### src/rtl/exe_mem_req.sv
// exe_mem_req: single-entry memory request stage between execute and memory.
// Captures one load/store, raises a request on the memory address channel and
// holds it until accepted, then presents the entry to the next stage.
// A flush arriving while a request is outstanding drains it before going idle.
// Optional feature macro: MEM_REQ_ALE_EN enables address-misalignment
// detection (out_ale, misaligned accesses are not issued).
module exe_mem_req #(
  parameter  int DATA_W = 32,
  parameter  int ADDR_W = 32,
  localparam int BW     = DATA_W / 8,
  localparam int LW     = $clog2(BW)
) (
  input  logic              clk,
  input  logic              reset,
  input  logic              in_valid,
  output logic              in_allowin,
  input  logic              in_load,
  input  logic              in_store,
  input  logic [1:0]        in_size,
  input  logic [ADDR_W-1:0] in_addr,
  input  logic [DATA_W-1:0] in_wdata,
  input  logic              in_ex,
  input  logic              later_ex,
  input  logic              flush,
  output logic              out_valid,
  input  logic              out_allowin,
  output logic              out_ale,
  output logic              out_issued,
  output logic [LW-1:0]     out_addr_lo,
  output logic              mem_req,
  output logic              mem_wr,
  output logic [1:0]        mem_size,
  output logic [ADDR_W-1:0] mem_addr,
  output logic [BW-1:0]     mem_wstrb,
  output logic [DATA_W-1:0] mem_wdata,
  input  logic              mem_addr_ok
);

  typedef enum logic [1:0] {
    ST_IDLE  = 2'd0,
    ST_REQ   = 2'd1,
    ST_DONE  = 2'd2,
    ST_DRAIN = 2'd3
  } state_t;

  state_t              state_r;
  state_t              state_nx_s;
  state_t              entry_st_s;
  logic                mem_req_r;
  logic                out_valid_r;
  logic                ale_r;
  logic                issued_r;
  logic                in_allowin_s;
  logic                cap_s;
  logic                ale_s;
  logic                go_req_s;
  logic                req_ok_s;
  logic [1:0]          size_r;
  logic [ADDR_W-1:0]   addr_r;
  logic                wr_r;
  logic [BW-1:0]       wstrb_r;
  logic [DATA_W-1:0]   wdata_r;

  // Byte enables: size mask shifted into the addressed lanes; loads write nothing.
  function automatic logic [BW-1:0] calc_wstrb(input logic st, input logic [1:0] sz,
                                               input logic [LW-1:0] lo);
    logic [BW-1:0] base_s;
    base_s = {BW{1'b0}};
    case (sz)
      2'd0:    base_s[0]   = 1'b1;
      2'd1:    base_s[1:0] = 2'b11;
      2'd2:    base_s[3:0] = 4'hF;
      default: base_s      = {BW{1'b1}};
    endcase
    return st ? (base_s << lo) : {BW{1'b0}};
  endfunction

  // Store data replicated across every lane the access could land in.
  function automatic logic [DATA_W-1:0] calc_wdata(input logic [1:0] sz,
                                                   input logic [DATA_W-1:0] d);
    logic [DATA_W-1:0] res_s;
    case (sz)
      2'd0:    res_s = {BW{d[7:0]}};
      2'd1:    res_s = {(BW/2){d[15:0]}};
      2'd2:    res_s = {(BW/4){d[31:0]}};
      default: res_s = d;
    endcase
    return res_s;
  endfunction

`ifdef MEM_REQ_ALE_EN
  // Misalignment by access size; a dword on a 32-bit bus is never legal.
  function automatic logic calc_ale(input logic [1:0] sz, input logic [2:0] a);
    logic res_s;
    case (sz)
      2'd0:    res_s = 1'b0;
      2'd1:    res_s = a[0];
      2'd2:    res_s = (a[1:0] != 2'b00);
      2'd3:    res_s = (DATA_W == 64) ? (a != 3'b000) : 1'b1;
      default: res_s = 1'b1;
    endcase
    return res_s;
  endfunction

  assign ale_s = calc_ale(in_size, in_addr[2:0]);
`else
  assign ale_s = 1'b0;
`endif

  assign in_allowin_s = (state_r == ST_IDLE) || ((state_r == ST_DONE) && out_allowin);
  assign cap_s        = in_valid && in_allowin_s && !flush;
  assign go_req_s     = (in_load || in_store) && !in_ex && !ale_s && !later_ex;
  assign entry_st_s   = go_req_s ? ST_REQ : ST_DONE;
  assign req_ok_s     = (state_r == ST_REQ) && mem_addr_ok;

  // Next-state decode; flush beats capture, an outstanding request must drain.
  always_comb begin
    state_nx_s = state_r;
    case (state_r)
      ST_IDLE: begin
        if (flush)         state_nx_s = ST_IDLE;
        else if (in_valid) state_nx_s = entry_st_s;
        else               state_nx_s = ST_IDLE;
      end
      ST_REQ: begin
        if (mem_addr_ok) begin
          if (flush) state_nx_s = ST_IDLE;
          else       state_nx_s = ST_DONE;
        end else begin
          if (flush) state_nx_s = ST_DRAIN;
          else       state_nx_s = ST_REQ;
        end
      end
      ST_DONE: begin
        if (flush) state_nx_s = ST_IDLE;
        else if (out_allowin) begin
          if (in_valid) state_nx_s = entry_st_s;
          else          state_nx_s = ST_IDLE;
        end else        state_nx_s = ST_DONE;
      end
      ST_DRAIN: begin
        if (mem_addr_ok) state_nx_s = ST_IDLE;
        else             state_nx_s = ST_DRAIN;
      end
      default: state_nx_s = ST_IDLE;
    endcase
  end

  // Control state and flag registers; request/valid are flops decoded from next state.
  always_ff @(posedge clk or posedge reset) begin
    if (reset) begin
      state_r     <= ST_IDLE;
      mem_req_r   <= 1'b0;
      out_valid_r <= 1'b0;
      ale_r       <= 1'b0;
      issued_r    <= 1'b0;
    end else begin
      state_r     <= state_nx_s;
      mem_req_r   <= (state_nx_s == ST_REQ) || (state_nx_s == ST_DRAIN);
      out_valid_r <= (state_nx_s == ST_DONE);
      if (cap_s) begin
        ale_r    <= ale_s;
        issued_r <= 1'b0;
      end else if (req_ok_s) begin
        issued_r <= 1'b1;
      end
    end
  end

  // Held request fields; loaded only on capture so they stay stable until accepted.
  always_ff @(posedge clk) begin
    if (cap_s) begin
      size_r  <= in_size;
      addr_r  <= in_addr;
      wr_r    <= in_store;
      wstrb_r <= calc_wstrb(in_store, in_size, in_addr[LW-1:0]);
      wdata_r <= calc_wdata(in_size, in_wdata);
    end
  end

  assign in_allowin  = in_allowin_s;
  assign out_valid   = out_valid_r;
  assign out_ale     = ale_r;
  assign out_issued  = issued_r;
  assign out_addr_lo = addr_r[LW-1:0];
  assign mem_req     = mem_req_r;
  assign mem_wr      = wr_r;
  assign mem_size    = size_r;
  assign mem_addr    = addr_r;
  assign mem_wstrb   = wstrb_r;
  assign mem_wdata   = wdata_r;

endmodule
### config.mk
export PLATFORM = sky130hd
export DESIGN_NAME = exe_mem_req
export DESIGN_NICKNAME = d
export VERILOG_FILES = /design/src/rtl/exe_mem_req.sv
export SDC_FILE = /design/constraint.sdc
export NUM_CORES = 1
export LEC_CHECK = 0
export ABC_AREA = 1
export BUFFER_PORTS_ARGS = -buffer_cell sky130_fd_sc_hd__clkbuf_2
export CAP_MARGIN = 0
export CORE_ASPECT_RATIO = 0.8
export CORE_UTILIZATION = 40
export DETAILED_ROUTE_END_ITERATION = 7
export PLACE_DENSITY = 0.73
export SYNTH_ARGS = -nofsm -noshare
export SYNTH_HDL_FRONTEND = slang
export SYNTH_SLANG_ARGS = --single-unit
### constraint.sdc
create_clock -name clk -period 2.5 [get_ports clk]
set_input_delay 0.125 -clock clk [delete_from_list [all_inputs] [get_ports clk]]
set_output_delay 0.125 -clock clk [all_outputs]
set_load 0.05 [all_outputs]
# Word level (Yosys, flattened, before mapping)
# Index checks and enable logic that the tools add are counted.
op_classes:
  reduce_logical: 16
  n_shift: 1
  mux: 18
  eq_ne: 7
op_table:
  columns: ["op", "count"]
  rows:
  - ["case mux 32 bit (2 select lines)", 1]
  - ["2-to-1 mux 2 bit", 11]
  - ["== test 2 bit (second input constant)", 4]
  - ["case mux 2 bit (4 select lines)", 1]
  - ["== test 2 x 1 -> 1 bit (second input constant)", 3]
  - ["logical AND 1 bit", 6]
  - ["2-to-1 mux 1 bit", 5]
  - ["logical NOT 2 bit", 2]
  - ["left shift 4 x 2 -> 4 bit", 1]
  - ["logical NOT 1 bit", 3]
  - ["logical OR 1 bit", 3]
  - ["nonzero test 2 bit", 1]
  - ["OR reduction 2 bit", 1]
word_totals:
  register_bits: 76
  out_inout_bits: 78
  input_bits: 76

# Longest topological paths before layout
logic_depth:
  word_depth: 10
  depth_mapped: 9
  depth_no_buf: 9

# Worst setup path after synthesis
# No wires, ideal clock.
synth_timing:
  path_type: "reg2reg"
  startpoint: "register state_r[0]"
  endpoint: "register addr_r[0], in the netlist mem_addr[0], enable pin"
  synth_period_minus_slack_ns: 3.173
  t_arrival_ns: 2.748
  required_ns: 2.075
  setup_ns: 0.425
  stages_incl_launch_ff: 4
  path_slack_ns: -0.673
  cell_sequence: "dfrtp_1 -> nor2_2 -> nand3_2 -> inv_1"
synth_between:
  elab_chain_cells: 5
  word_cells_on_any_way: 6
  classes_between: "eq/ne (1); reduce/logical (5)"
synth_lines:
  columns: ["element", "line_no", "text"]
  rows:
  - ["start: declaration", "46", "state_t state_r;"]
  - ["start signal: assignment", "158", "state_r <= state_nx_s;"]
  - ["== test 2 bit", "110", "assign in_allowin_s = (state_r == ST_IDLE) || ((state_r == ST_DONE) && out_allowin);"]
  - ["logical AND 1 bit", "110", null]
  - ["logical OR 1 bit (*)", "110", null]
  - ["net in_allowin", "16", "output logic in_allowin,"]
  - ["logical AND 1 bit (*) (2 in a row)", "111", "assign cap_s = in_valid && in_allowin_s && !flush;"]
  - ["net cap_s", "54", "logic cap_s;"]
  - ["end signal: assignment", "174", "addr_r <= in_addr;"]
  - ["end: declaration", "59", "logic [ADDR_W-1:0] addr_r;"]
# The timed path passes the listed nets; every way through them passes the cells marked *.
# A chain may end at the register's enable or synchronous reset.

# Worst setup path in the final report
layout_timing:
  startpoint: "register state_r[1]"
  endpoint: "register addr_r[31], in the netlist mem_addr[31], enable pin"
layout_between:
  elab_chain_cells: 5
  word_cells_on_any_way: 6
  classes_between: "eq/ne (1); reduce/logical (5)"
layout_lines:
  columns: ["element", "line_no"]
  rows:
  - ["== test 2 bit", "110"]
  - ["logical AND 1 bit", "110"]
  - ["logical OR 1 bit (*)", "110"]
  - ["logical AND 1 bit (*) (2 in a row)", "111"]
  - ["net cap_s", "54"]
# Marked as above.

==> impl_metrics.toml <==
[sta]
max_freq_mhz = 567.3
holdWs_ps = 47.87
hold_viol_final = 0
setup_viol = 0
finalCriticalPeriod_ps = 1763
fin_tns_setup_ps = 0
fin_crit_sh = 0.7050
worst_pin_slew_ps = 558.2
slew-limit-headroom = 0.6278
slew_violations = 0
clock_skew_ps = 4.264
rsz0062_at_grt = "no"
fin_ws_ps = 737.4

[pwr]
combinationalPowerShare = 0.237
power.switching_mw = 1.048
seq_power_share = 0.480
internal_power_mw = 2.178
power_density_nw_per_um2 = 758.9
p_leak_nw = 1.914
ir_worst_vdd_uv = 382.2
power_frac_clock = 0.284
power.total_mw = 3.226
swShare = 0.3250

[run]
maxCapViolCount = 0

[yosys]
yosysTopAreaCellShare = 0.7645
ys_seq_area_frac = 0.8004
synth_cell_type_count = 22
ys_warn_count = 0
synth_area_sq_um = 2789
syn_inst = 190
synth.ff_latch_count = 75
avgSynthCellArea_sq_um = 14.68
synth_fp_nets = 266
yosysTopAreaCell = "edfxtp_1"
synthTopCellsByArea = "edfxtp_1, nand2_1, dfrtp_1"

[floorplanning]
die-area_sq_um = 7312
rows = 26
die_x_um = 95.36
coreArea_sq_um = 6571
die_h_um = 76.69
start_util = 0.4244
num_io_pins = 154

[placed_design]
gp_congestion = 0.7548
dpl.cell_count = 422
dp_slack_ps = 702.3
dp_hpwl_mm = 4.696
portBuffers = 152

[global_route]
busiest_layer = "met2"
met1_usage = 0.2175
grt_max_degree = 29
grt_pass1_wl_mm = 10.03
track_usage = 0.1926
grtUsageMet2 = 0.3279
grt_pass1_vias = 2077
grtUsageMet3 = 0.08333
antenna_found_initial = 0
grt-ovfl-total = 0

[cts]
cts_resized = 0
cts_tree = "done"
clk_path_buf_depth = 2
post-cts-setup-buffers = 0
path_clk_slew_ps = 80
h-tree-depth = 3
numCtsBuffers = 9
worstSkewPairLatency_ps = 340
clock_sinks = 75
cts-root-buf = "clkbuf_8"

[drt]
via_per_inst = 4.619
totalWireLength_mm = 6.971
drtAntennaViolNets = 0
dr.pass1.iters = 4
drcViolationCount = 0
via_count = 2208
drt-initial-drc-count = 78
routedWlPerCell_um = 14.58

[critical_path]
startpoint_type = "register"
r2r_setup_slack_ps = 740
crit_chain = "inv_2, nor2_2, nor2_2, nand3_2, clkinvlp_4, buf_12"
crit_path_end_kind = "register"
critPathRequiredTime_ps = 2600
worst_ep_arrival_time_ps = 1860
critPathTopFamily = "buffers and inverters"
reg2reg_to = "mem_addr[31]$_DFFE_PP_"
crit_top_cell = "nor2_2"
reg2reg_from = "state_r[1]$_DFF_PP0_"
rr_worst_depth = 6
crit_buf_inv = 3
path_max_fanout = 28
max_stage_delay_ps = 440
crit_slowest_cell = "clkinvlp_4"
critPathKind = "reg -> reg"

[final_layout]
drive_gt1_frac = 0.4645
layout.nets = 465
fin_cells = 478
syn2layout_area_growth_pct = 52.45
diodes = 0

[worst_hold_path]
min_path_cells = 3
hold_class = "in -> reg"
worstHoldStart = "in_wdata[19]"
hold_end = "mem_wdata[19]$_DFFE_PP_"

[run_status]
status = "completed"
synthesized netlist by cell type:
master	count
nand2_1	50
o21ai_0	1
edfxtp_1	71
inv_1	16
dfrtp_1	4
nor3_1	6
nand2_2	3
conb_1	1
nand4_1	1
nor2_2	2
inv_4	1
inv_2	2
o21ai_1	9
nor2_4	1
a221oi_2	1
buf_6	1
o21ai_2	1
nand3_2	1
nand3_1	1
buf_4	5
o211ai_1	8
nor2_1	4
state kept, by name, indices dropped and copies added, names as in the netlist:
name and count:
mem_size 2, mem_wr 1, mem_wdata 32, mem_wstrb 4
mem_addr 32, state_r 2, out_issued 1, out_valid 1
per-layer routing:
layer | wire [um] | share of wire
met1 | 2719 | 0.39
met2 | 3593 | 0.52
met3 | 633 | 0.091
met4 | 24 | 0.0034
met5 | 0 | 0
final cells by class:
type | instances | area, sq um
multi-input cells | 90 | 434.2
repair buffers | 194 | 1201
clock buffers | 9 | 123.9
inverters | 19 | 77.57
flip-flops and latches | 75 | 2233
well taps | 84 | 105.1
clock inverters | 7 | 76.32
fillers | 497 | 2320
power groups by stage:
stage	clock, mW	sequential [mW]	combinational (mW)
floorplan	0	1.91	0.176
global placement	0	1.57	0.707
detailed placement	0	1.57	0.716
CTS	0.948	1.55	0.767
global route	1.00	1.56	0.809
finish	0.916	1.55	0.763
per-stage QoR:
step                cell area, sq um  utilization
floorplan                       2794            -
global placement                3651       0.5556
detailed placement              3651       0.5556
CTS                             4252       0.6470
global route                    4252       0.6470
finish                          4252       0.6470
worst max path at each step:
stage | start | cells after the start | to | slack [ps]
finish | state_r[1]$_DFF_PP0_ | 6 | mem_addr[31]$_DFFE_PP_ | 740
global placement | state_r[1]$_DFF_PP0_ | 6 | mem_addr[8]$_DFFE_PP_ | 780
global route | state_r[1]$_DFF_PP0_ | 6 | mem_addr[18]$_DFFE_PP_ | 620
CTS | state_r[1]$_DFF_PP0_ | 6 | mem_addr[11]$_DFFE_PP_ | 690
floorplan | state_r[0]$_DFF_PP0_ | 3 | mem_addr[0]$_DFFE_PP_ | 70
detailed placement | state_r[1]$_DFF_PP0_ | 6 | mem_addr[11]$_DFFE_PP_ | 700
worst reg2reg max path, cell delays in order, from the launching register on:
cell        delay [ps]
dfrtp_1            400
inv_2               70
nor2_2              90
nor2_2              50
nand3_2            110
clkinvlp_4         440
buf_12             370
cells by family after synthesis:
| family | synth area share |
|---|---|
| AOI/OAI and AO/OA | 0.04800 |
| other | 0.001345 |
| and+or+nand+nor | 0.1063 |
| DFF | 0.8004 |
| buffers and inverters | 0.04397 |
cell usage in the layout, fill, tap and decap left out, types with 4 or more instances in the layout:
cell type	instances
clkbuf_2	152
edfxtp_1	71
nand2_1	50
dlygate4sd3_1	40
inv_1	15
o21ai_1	9
clkbuf_8	9
o211ai_1	8
nor3_1	6
nor2_1	4
what timing repair did:
| action | 4_1_cts | 5_1_grt |
|---|---|---|
| hold buffers | 40 | 0 |
| hold endpoints to repair | 43 | 0 |
| endpoints found under the setup margin | 0 | 0 |
(Power assumes the default switching activity.)
